### config.mk
export PLATFORM = sky130hd
export DESIGN_NAME = conv_tile_sched
export DESIGN_NICKNAME = d
export VERILOG_FILES = /design/src/rtl/cnn_sched_pkg.sv /design/src/rtl/conv_dim_calc.sv /design/src/rtl/conv_tile_sched.sv
export SDC_FILE = /design/constraint.sdc
export NUM_CORES = 1
export LEC_CHECK = 0
export BUFFER_PORTS_ARGS = -buffer_cell sky130_fd_sc_hd__buf_2
export CAP_MARGIN = 20
export CORE_AREA = 4 4 173 175
export CTS_BUF_LIST = sky130_fd_sc_hd__clkbuf_8
export DETAILED_ROUTE_END_ITERATION = 10
export DIE_AREA = 0 0 177 179
export GPL_ROUTABILITY_DRIVEN = 0
export PLACE_DENSITY_LB_ADDON = 0.1
export SLEW_MARGIN = 0
export SYNTH_ARGS = -nofsm -noshare
export SYNTH_HDL_FRONTEND = slang
export SYNTH_SLANG_ARGS = --single-unit
### constraint.sdc
create_clock -name clk -period 3.2 [get_ports clk]
set_input_delay 0.64 -clock clk [delete_from_list [all_inputs] [get_ports clk]]
set_output_delay 0.64 -clock clk [all_outputs]
set_load 0.03 [all_outputs]
### src/rtl/cnn_sched_pkg.sv
// cnn_sched_pkg: shared types and sizes for the conv tile scheduler.
// Geometry bounds, derived index widths, K-group size and FSM states.
package cnn_sched_pkg;

    localparam int CHUNK_K = 8;
    localparam int PACK    = 4;
    localparam int MAX_X1  = 5;
    localparam int MAX_X2  = 5;
    localparam int MAX_X3  = 32;
    localparam int MAX_Y1  = 32;
    localparam int MAX_Y2  = 32;
    localparam int MAX_N   = 64;

    localparam int X1W = $clog2(MAX_X1) + 1;
    localparam int X2W = $clog2(MAX_X2) + 1;
    localparam int X3W = $clog2(MAX_X3) + 1;
    localparam int Y1W = $clog2(MAX_Y1) + 1;
    localparam int Y2W = $clog2(MAX_Y2) + 1;
    localparam int NW  = $clog2(MAX_N) + 1;

    // Elements consumed per K-group; must be a power of two.
    localparam int GRP_ELEMS = CHUNK_K * PACK;
    localparam int GRP_LOG2  = $clog2(GRP_ELEMS);

    typedef enum logic [2:0] {
        S_IDLE,
        S_CALC,
        S_RUN,
        S_GAP,
        S_RES,
        S_FIN
    } state_t;

endpackage

### src/rtl/conv_dim_calc.sv
// conv_dim_calc: output dimension (y-x)/stride+1 by repeated subtraction.
// start loads operands; ready rises once the quotient is final.
module conv_dim_calc #(
    parameter int W = 6
) (
    input  logic         clk,
    input  logic         rst,
    input  logic         start,
    input  logic [W-1:0] y,
    input  logic [W-1:0] x,
    input  logic [2:0]   stride,
    output logic         ready,
    output logic [W-1:0] dim
);

    logic [W-1:0] rem;
    logic [W-1:0] cnt;
    logic [2:0]   stp;
    logic         run;

    // Subtract one stride per cycle until the remainder is smaller.
    always_ff @(posedge clk or posedge rst) begin
        if (rst) begin
            rem   <= '0;
            cnt   <= '0;
            stp   <= '0;
            run   <= 1'b0;
            ready <= 1'b0;
        end else if (start) begin
            rem   <= y - x;
            cnt   <= '0;
            stp   <= stride;
            run   <= 1'b1;
            ready <= 1'b0;
        end else if (run) begin
            if (rem >= W'(stp)) begin
                rem <= rem - W'(stp);
                cnt <= cnt + W'(1);
            end else begin
                run   <= 1'b0;
                ready <= 1'b1;
            end
        end
    end

    assign dim = cnt + W'(1);

endmodule

### src/rtl/conv_tile_sched.sv
// conv_tile_sched: walks n / patch_i / patch_j / k_grp for im2col.
// Define CNN_SCHED_PERF_EN to add perf_cycles and perf_stall counters.
module conv_tile_sched
    import cnn_sched_pkg::*;
(
    input  logic           clk,
    input  logic           rst,
    input  logic           start,
    input  logic [X1W-1:0] X1,
    input  logic [X2W-1:0] X2,
    input  logic [X3W-1:0] X3,
    input  logic [Y1W-1:0] Y1,
    input  logic [Y2W-1:0] Y2,
    input  logic [NW-1:0]  N_OUT,
    input  logic [2:0]     STRIDE,
    input  logic           im2_done,
    output logic           en_im2,
    output logic [Y2W-1:0] patch_i,
    output logic [Y1W-1:0] patch_j,
    output logic [15:0]    n,
    output logic [15:0]    k_grp,
    output logic           acc_clr,
    output logic           acc_last,
    output logic           res_valid,
    input  logic           res_ready,
    output logic           busy,
    output logic           done,
`ifdef CNN_SCHED_PERF_EN
    output logic [31:0]    perf_cycles,
    output logic [31:0]    perf_stall,
`endif
    output logic           err
);

    state_t         state;
    state_t         state_nx;
    logic [NW-1:0]  n_out;
    logic [15:0]    ngrp;
    logic [15:0]    prod;
    logic           first;
    logic           bad;
    logic           go;
    logic           div_go;
    logic           ow_rdy;
    logic           oh_rdy;
    logic [Y1W-1:0] ow;
    logic [Y2W-1:0] oh;
    logic           last_k;
    logic           last_j;
    logic           last_i;
    logic           last_n;
    logic           accept;

    assign bad = (STRIDE == 3'd0) || (Y1 < Y1W'(X1)) ||
                 (Y2 < Y2W'(X2)) || (N_OUT == '0);
    assign go     = (state == S_IDLE) && start;
    assign div_go = go && !bad;
    assign prod   = 16'(X1) * 16'(X2) * 16'(X3);

    assign last_k = (k_grp + 16'd1) >= ngrp;
    assign last_j = (patch_j == ow - Y1W'(1));
    assign last_i = (patch_i == oh - Y2W'(1));
    assign last_n = (n == 16'(n_out) - 16'd1);
    assign accept = (state == S_RES) && res_ready;

    conv_dim_calc #(.W(Y1W)) u_ow (
        .clk    (clk),
        .rst    (rst),
        .start  (div_go),
        .y      (Y1),
        .x      (Y1W'(X1)),
        .stride (STRIDE),
        .ready  (ow_rdy),
        .dim    (ow)
    );

    conv_dim_calc #(.W(Y2W)) u_oh (
        .clk    (clk),
        .rst    (rst),
        .start  (div_go),
        .y      (Y2),
        .x      (Y2W'(X2)),
        .stride (STRIDE),
        .ready  (oh_rdy),
        .dim    (oh)
    );

    // State register.
    always_ff @(posedge clk or posedge rst) begin
        if (rst) state <= S_IDLE;
        else     state <= state_nx;
    end

    // Next-state decode and state-derived outputs.
    always_comb begin
        state_nx  = state;
        en_im2    = 1'b0;
        res_valid = 1'b0;
        done      = 1'b0;
        unique case (state)
            S_IDLE: if (start) state_nx = bad ? S_FIN : S_CALC;
            S_CALC: if (ow_rdy && oh_rdy) state_nx = S_RUN;
            S_RUN: begin
                en_im2 = 1'b1;
                if (im2_done) state_nx = S_GAP;
            end
            S_GAP: state_nx = last_k ? S_RES : S_RUN;
            S_RES: begin
                res_valid = 1'b1;
                if (res_ready)
                    state_nx = (last_j && last_i && last_n) ? S_FIN : S_RUN;
            end
            S_FIN: begin
                done     = 1'b1;
                state_nx = S_IDLE;
            end
            default: state_nx = S_IDLE;
        endcase
        busy     = (state != S_IDLE);
        acc_clr  = en_im2 && first;
        acc_last = en_im2 && last_k;
    end

    // Config latch, error flag and loop-nest counters.
    always_ff @(posedge clk or posedge rst) begin
        if (rst) begin
            n_out   <= '0;
            ngrp    <= '0;
            err     <= 1'b0;
            first   <= 1'b0;
            k_grp   <= '0;
            patch_i <= '0;
            patch_j <= '0;
            n       <= '0;
        end else begin
            // First RUN cycle of a pixel: entered from CALC or RES.
            first <= (state_nx == S_RUN) && (state != S_RUN) &&
                     (state != S_GAP);
            if (go) begin
                n_out   <= N_OUT;
                ngrp    <= (prod + 16'(GRP_ELEMS - 1)) >> GRP_LOG2;
                err     <= bad;
                k_grp   <= '0;
                patch_i <= '0;
                patch_j <= '0;
                n       <= '0;
            end else if (state == S_GAP && !last_k) begin
                k_grp <= k_grp + 16'd1;
            end else if (accept) begin
                k_grp   <= '0;
                patch_j <= last_j ? '0 : patch_j + Y1W'(1);
                if (last_j) begin
                    patch_i <= last_i ? '0 : patch_i + Y2W'(1);
                    if (last_i) n <= last_n ? '0 : n + 16'd1;
                end
            end
        end
    end

`ifdef CNN_SCHED_PERF_EN
    // Busy-cycle and writeback-stall counters, cleared per layer.
    always_ff @(posedge clk or posedge rst) begin
        if (rst) begin
            perf_cycles <= '0;
            perf_stall  <= '0;
        end else if (go) begin
            perf_cycles <= '0;
            perf_stall  <= '0;
        end else begin
            if (busy) perf_cycles <= perf_cycles + 32'd1;
            if (state == S_RES && !res_ready)
                perf_stall <= perf_stall + 32'd1;
        end
    end
`endif

endmodule

* Word level (Yosys, flattened, before mapping)
Cells that the tools add are included.
** Word-level totals
- Output and inout bits :: 51
- Input port bits :: 41
- Bits in registers :: 98
- Logic and storage cells :: 141
** Cells by class
- Multiplexer cells :: 53
- Equal/unequal tests :: 14
- $lt $le $gt $ge :: 5
- Reduce and logical (&&, ||, !) cells :: 35
- $mul :: 2
- Add/subtract/negate cells :: 14
** Operators with widths (number)
- 2-to-1 mux 16 bit :: 9
- 2-to-1 mux 6 bit :: 21
- adder 16 x 1 -> 16 bit, second input constant :: 2
- adder 6 x 1 -> 6 bit, second input constant :: 4
- 2-to-1 mux 3 bit :: 7
- equality test 16 bit :: 1
- greater-or-equal comparator 16 x 11 -> 1 bit :: 1
- adder 14 x 5 -> 15 bit, second input constant :: 1
- 2-to-1 mux 1 bit :: 15
- case mux 3 bit (5 select lines) :: 1
- multiplier 8 x 6 -> 14 bit :: 1
- nonzero test 2 bit :: 7
- equality test 6 bit :: 2
- greater-or-equal comparator 6 x 3 -> 1 bit :: 2
- less-than comparator 6 x 4 -> 1 bit :: 2
- subtractor 6 x 1 -> 6 bit, second input constant :: 2
- subtractor 6 x 3 -> 6 bit :: 2
- subtractor 6 x 4 -> 6 bit :: 2
- logical AND 1 bit :: 11
- AND reduction 2 bit :: 5
- equality test 3 x 2 -> 1 bit, second input constant :: 3
- multiplier 4 x 4 -> 8 bit :: 1
- subtractor 7 x 1 -> 8 bit, second input constant :: 1
- zero test 7 bit :: 1
- other kinds (10) :: 19

* Longest topological paths before layout
- Depth after elaboration :: 11
- Gate-level depth with buffers :: 26
- Mapped depth without buffers :: 26

* Hierarchy
From an unflattened synthesis, not the netlist that was laid out.
** Second synthesis, totals
- Cell total of the unflattened synthesis :: 990
- Area total of the unflattened synthesis :: 8618.3 um^2
** By module, submodules not included
- conv_tile_sched :: times used 1, cells an instance 718, area each 6211.0 um^2, sequential area each 1651.6 um^2
- conv_dim_calc :: times used 2, cells an instance 136, area each 1203.7 um^2, sequential area each 425.4 um^2

* Worst setup path after synthesis
Ideal clock, no wire load.
- Kind :: input to register
- Start :: input port X1[0]
- End :: register ngrp[4]
- Data required time :: 3.065 ns
- Path buffers :: 1
- Stages on the path :: 24
- Arrival time :: 6.441 ns
- Slack :: -3.376 ns
- Library setup time :: 0.135 ns
- Path through :: clkbuf_1 -> nand2_1 -> fa_1 -> inv_1 -> fa_1 -> inv_1 -> fa_1 -> inv_1 -> a21o_1 -> a21oi_1 -> xnor2_1 -> and2_1 -> fa_1 -> inv_1 -> fa_1 -> inv_1 -> fa_1 -> ha_1 -> ha_1 -> a2111oi_0 -> nor2_1 -> a311oi_1 -> xor2_1 -> o21ai_0
** Between the ends
- Longest elaborated chain between the ends :: 3
** RTL lines
- start, declared :: line conv_tile_sched.sv:9 : input logic [X1W-1:0] X1,
- multiplier 4 x 4 -> 8 bit :: line conv_tile_sched.sv:58 : assign prod = 16'(X1) * 16'(X2) * 16'(X3);
- multiplier 8 x 6 -> 14 bit :: line conv_tile_sched.sv:58
- adder 14 x 5 -> 15 bit :: line conv_tile_sched.sv:141 : ngrp <= (prod + 16'(GRP_ELEMS - 1)) >> GRP_LOG2;
- end signal, assigned :: line conv_tile_sched.sv:141
- end, declared :: line conv_tile_sched.sv:38 : logic [15:0] ngrp;
No other way between the ends.
A chain may end at the register's enable or synchronous reset.

* Final worst setup path
- Start :: input port X1[0]
- End :: register ngrp[8]
Same word-level chain as after synthesis.

==> out/results.ini <==
[detailed_routing]
drt_iter0_markers=366
wl_per_cell_um=14.6
wl_um=22300
vias_per_cell=4.72
drc=0
num_vias=7222
firstDrtPassIters=4
ant_nets=0

[floorplan]
io_pins=92
core_area_mm2=0.0285
dieArea_mm2=0.0317
die-height_um=179
num_rows=62
fp.dieW_um=177
start_util=0.294

[status]
violations=negative setup slack
status=finished with violations

[sta]
tns_ns=-23.40
slew_violations=0
finalHoldViolCount=0
fin_skew_ns=0.0171
relSlewSlack=0.566
finalSetupViolations=11
period_needed_ns=5.81
setup_ws_ns=-2.61
min_period_over_period=1.82
fmax_ghz=0.172
worst_pin_slew_ns=0.650
rsz0062_at_grt=true

[synthesis]
synth_edf_count=0
synthCells=949
synth_most_common_cell=nand2_1
avgSynthCellArea_um2=8.82
syn_nets=1101
ys_ff_latch=97
yosys.area.top_type=dfrtp_1
synth_area_leaders=dfrtp_1 (29%), ha_1 (12%), fa_1 (8.1%), nand2_1 (4.6%), inv_1 (3.6%)
yosys_warnings=0
yosysSeqAreaShare=0.290
yosysUniqueCellTypes=72
async_flop_share=1.00
synth_top_flop_cell=dfrtp_1
synth_top_area_share=0.290
synth_commonest_cells=nand2_1 (103), dfrtp_1 (97), inv_1 (81), ha_1 (77), nor2_1 (47)
syn-cell-area_mm2=0.00837

[layout]
design_area_mm2=0.0108
nNetsFinal=1292
area_delta_synth_final_pct=29.2
post-route-util=0.380
layout-drive-gt1-share=0.284

[clock_tree]
ctsHtreeMaxLevel=3
cts.sink_count=97
cts_tree=yes
cts_buffer_depth=2
cts-root-buf=clkbuf_8
cts_made_buffers=9
clkLatencyLatePin_ns=0.38
clkSlewWorstSetupHoldPaths_ns=0.11
holdBufCountCts=0

[setup_path]
worstSetupStartpointType=input pin
path_max_fanout=3
cp.required_ns=3.46
critPathBufInv=2
criticalPathCategory=input pin to register
cpPeakStageDelay_ns=0.55
end_kind=register
cp_top_family=adder cells
cp_slowest_cell=fa_2
crit_arrival_ns=6.07
path_cells=buf_8, nand2_4, fa_1, inv_1, fa_1, ha_1, a21o_1, a21oi_2, o21bai_1, a21oi_1, xnor2_1, and2_1, fa_1, fa_2, fa_2, ha_4, ha_4, a21o_1, a21o_1, a221oi_2, o32ai_2, or3_1, nand3_1, o21ai_1

[pwr]
power_density_mw_per_mm2=866
vdd_ir_drop_max_mv=0.342
p_leak_nw=5.16

[placed_design]
postPlaceCellArea_mm2=0.0102
place_ws_ns=-3.17
portBuffers=91
detailed_place_hpwl_um=17500

[global_routing]
grt_overflow=0
grt_pass1_vias=7310
grt_max_degree=45
gr-usage-all-layers=0.143
antenna_found_initial=0
grt_pass1_wl_um=37100

[hold_path]
hp-class=input pin to async pin

[run]
maxCapViolations=0

==> cell families after synthesis <==
| group | after synthesis | synth area share |
|---|---|---|
| muxes | 7 | 0.00882 |
| xor gates and xnor gates | 64 | 0.0679 |
| buffers and inverters | 115 | 0.0553 |
| DFF | 97 | 0.290 |
| and+or+nand+nor | 375 | 0.233 |
| AOI/OAI and AO/OA | 180 | 0.149 |
| adders and majority gates | 111 | 0.196 |
==> power breakdown <==
group / internal (mW) / leakage (nW) / switching, mW
Clock: 0.369 / 0.0938 / 0.493
Sequential: 1.65 / 1.25 / 0.486
Combinational: 3.04 / 3.82 / 3.32
==> routing by layer <==
metal  GRT usage  wire, um
met4      0.0384       290
met3      0.0183       752
met1       0.197     10900
met5           0         0
met2       0.239     10300
==> stage by stage <==
stage / hold slack [ns] / instances / power, mW
detailed placement: 0.473 / 1503 / 7.93
global placement: 0.467 / 1503 / 7.95
floorplan: 0.449 / 949 / 6.16
global route: 0.352 / 1529 / 10.3
CTS: 0.319 / 1528 / 9.34
finish: 0.307 / 1530 / 9.36
==> registers in the layout, indices dropped and copies added, names as in the netlist, 6 cells and up <==
| name | flops |
|---|---|
| patch_i | 6 |
| u_oh.rem | 6 |
| k_grp | 16 |
| n | 16 |
| u_ow.rem | 6 |
| u_ow.cnt | 6 |
| ngrp | 10 |
| u_oh.cnt | 6 |
| patch_j | 6 |
| n_out | 7 |
==> area by class of cell <==
cell class / count / area [um2]
Inverter: 81 / 307
Antenna cell: 1 / 2.50
Sequential cell: 97 / 2430
Clock inverter: 7 / 77.6
Timing Repair Buffer: 214 / 1470
Multi-Input combinational cell: 737 / 5920
Tap cell: 384 / 480
Fill cell: 2967 / 17700
Clock buffer: 9 / 124
==> worst paths after layout <==
| kind | start | to | slack (ns) | cells after the start |
|---|---|---|---|---|
| max in group asynchronous | rst | u_ow.cnt[0]$_DFFE_PP0P_ | 2.22 | 3 |
| hold / removal | rst | k_grp[3]$_DFFE_PP0P_ | 0.31 | 2 |
| hold reg to reg | ngrp[2]$_DFFE_PP0P_ | ngrp[2]$_DFFE_PP0P_ | 0.49 | 2 |
| setup reg to reg | k_grp[0]$_DFFE_PP0P_ | state[2]$_DFF_PP0_ | 0.27 | 14 |
| setup / recovery | X1[0] | ngrp[8]$_DFFE_PP0P_ | -2.61 | 24 |
| min in group clk | N_OUT[3] | n_out[3]$_DFFE_PP0P_ | 0.46 | 3 |
==> timing repair <==
| item | 4_1_cts | 5_1_grt |
|---|---|---|
| resized for setup | 51 | 21 |
| setup buffers | 9 | 2 |
| pin swaps | 68 | 26 |
| endpoints found under the setup margin | 11 | 19 |
==> cell usage in the layout (no fill, tap or decap), drive strengths merged, types with 9 or more instances in the layout <==
master / synthesis / routed
and3: 17 / 17
xnor2: 30 / 30
fa: 34 / 34
inv: 81 / 83
dfrtp: 97 / 97
nand3: 41 / 41
ha: 77 / 77
clkbuf: 25 / 9
or3: 11 / 11
and2: 41 / 41
nand2: 103 / 103
nor2: 48 / 48
a21oi: 46 / 46
nor2b: 14 / 14
buf: 9 / 214
nand4: 16 / 16
nand2b: 21 / 21
nor3: 27 / 27
o22ai: 15 / 15
xor2: 34 / 34
o21ai: 46 / 46
No activity file was read; power rests on OpenSTA's default activity.
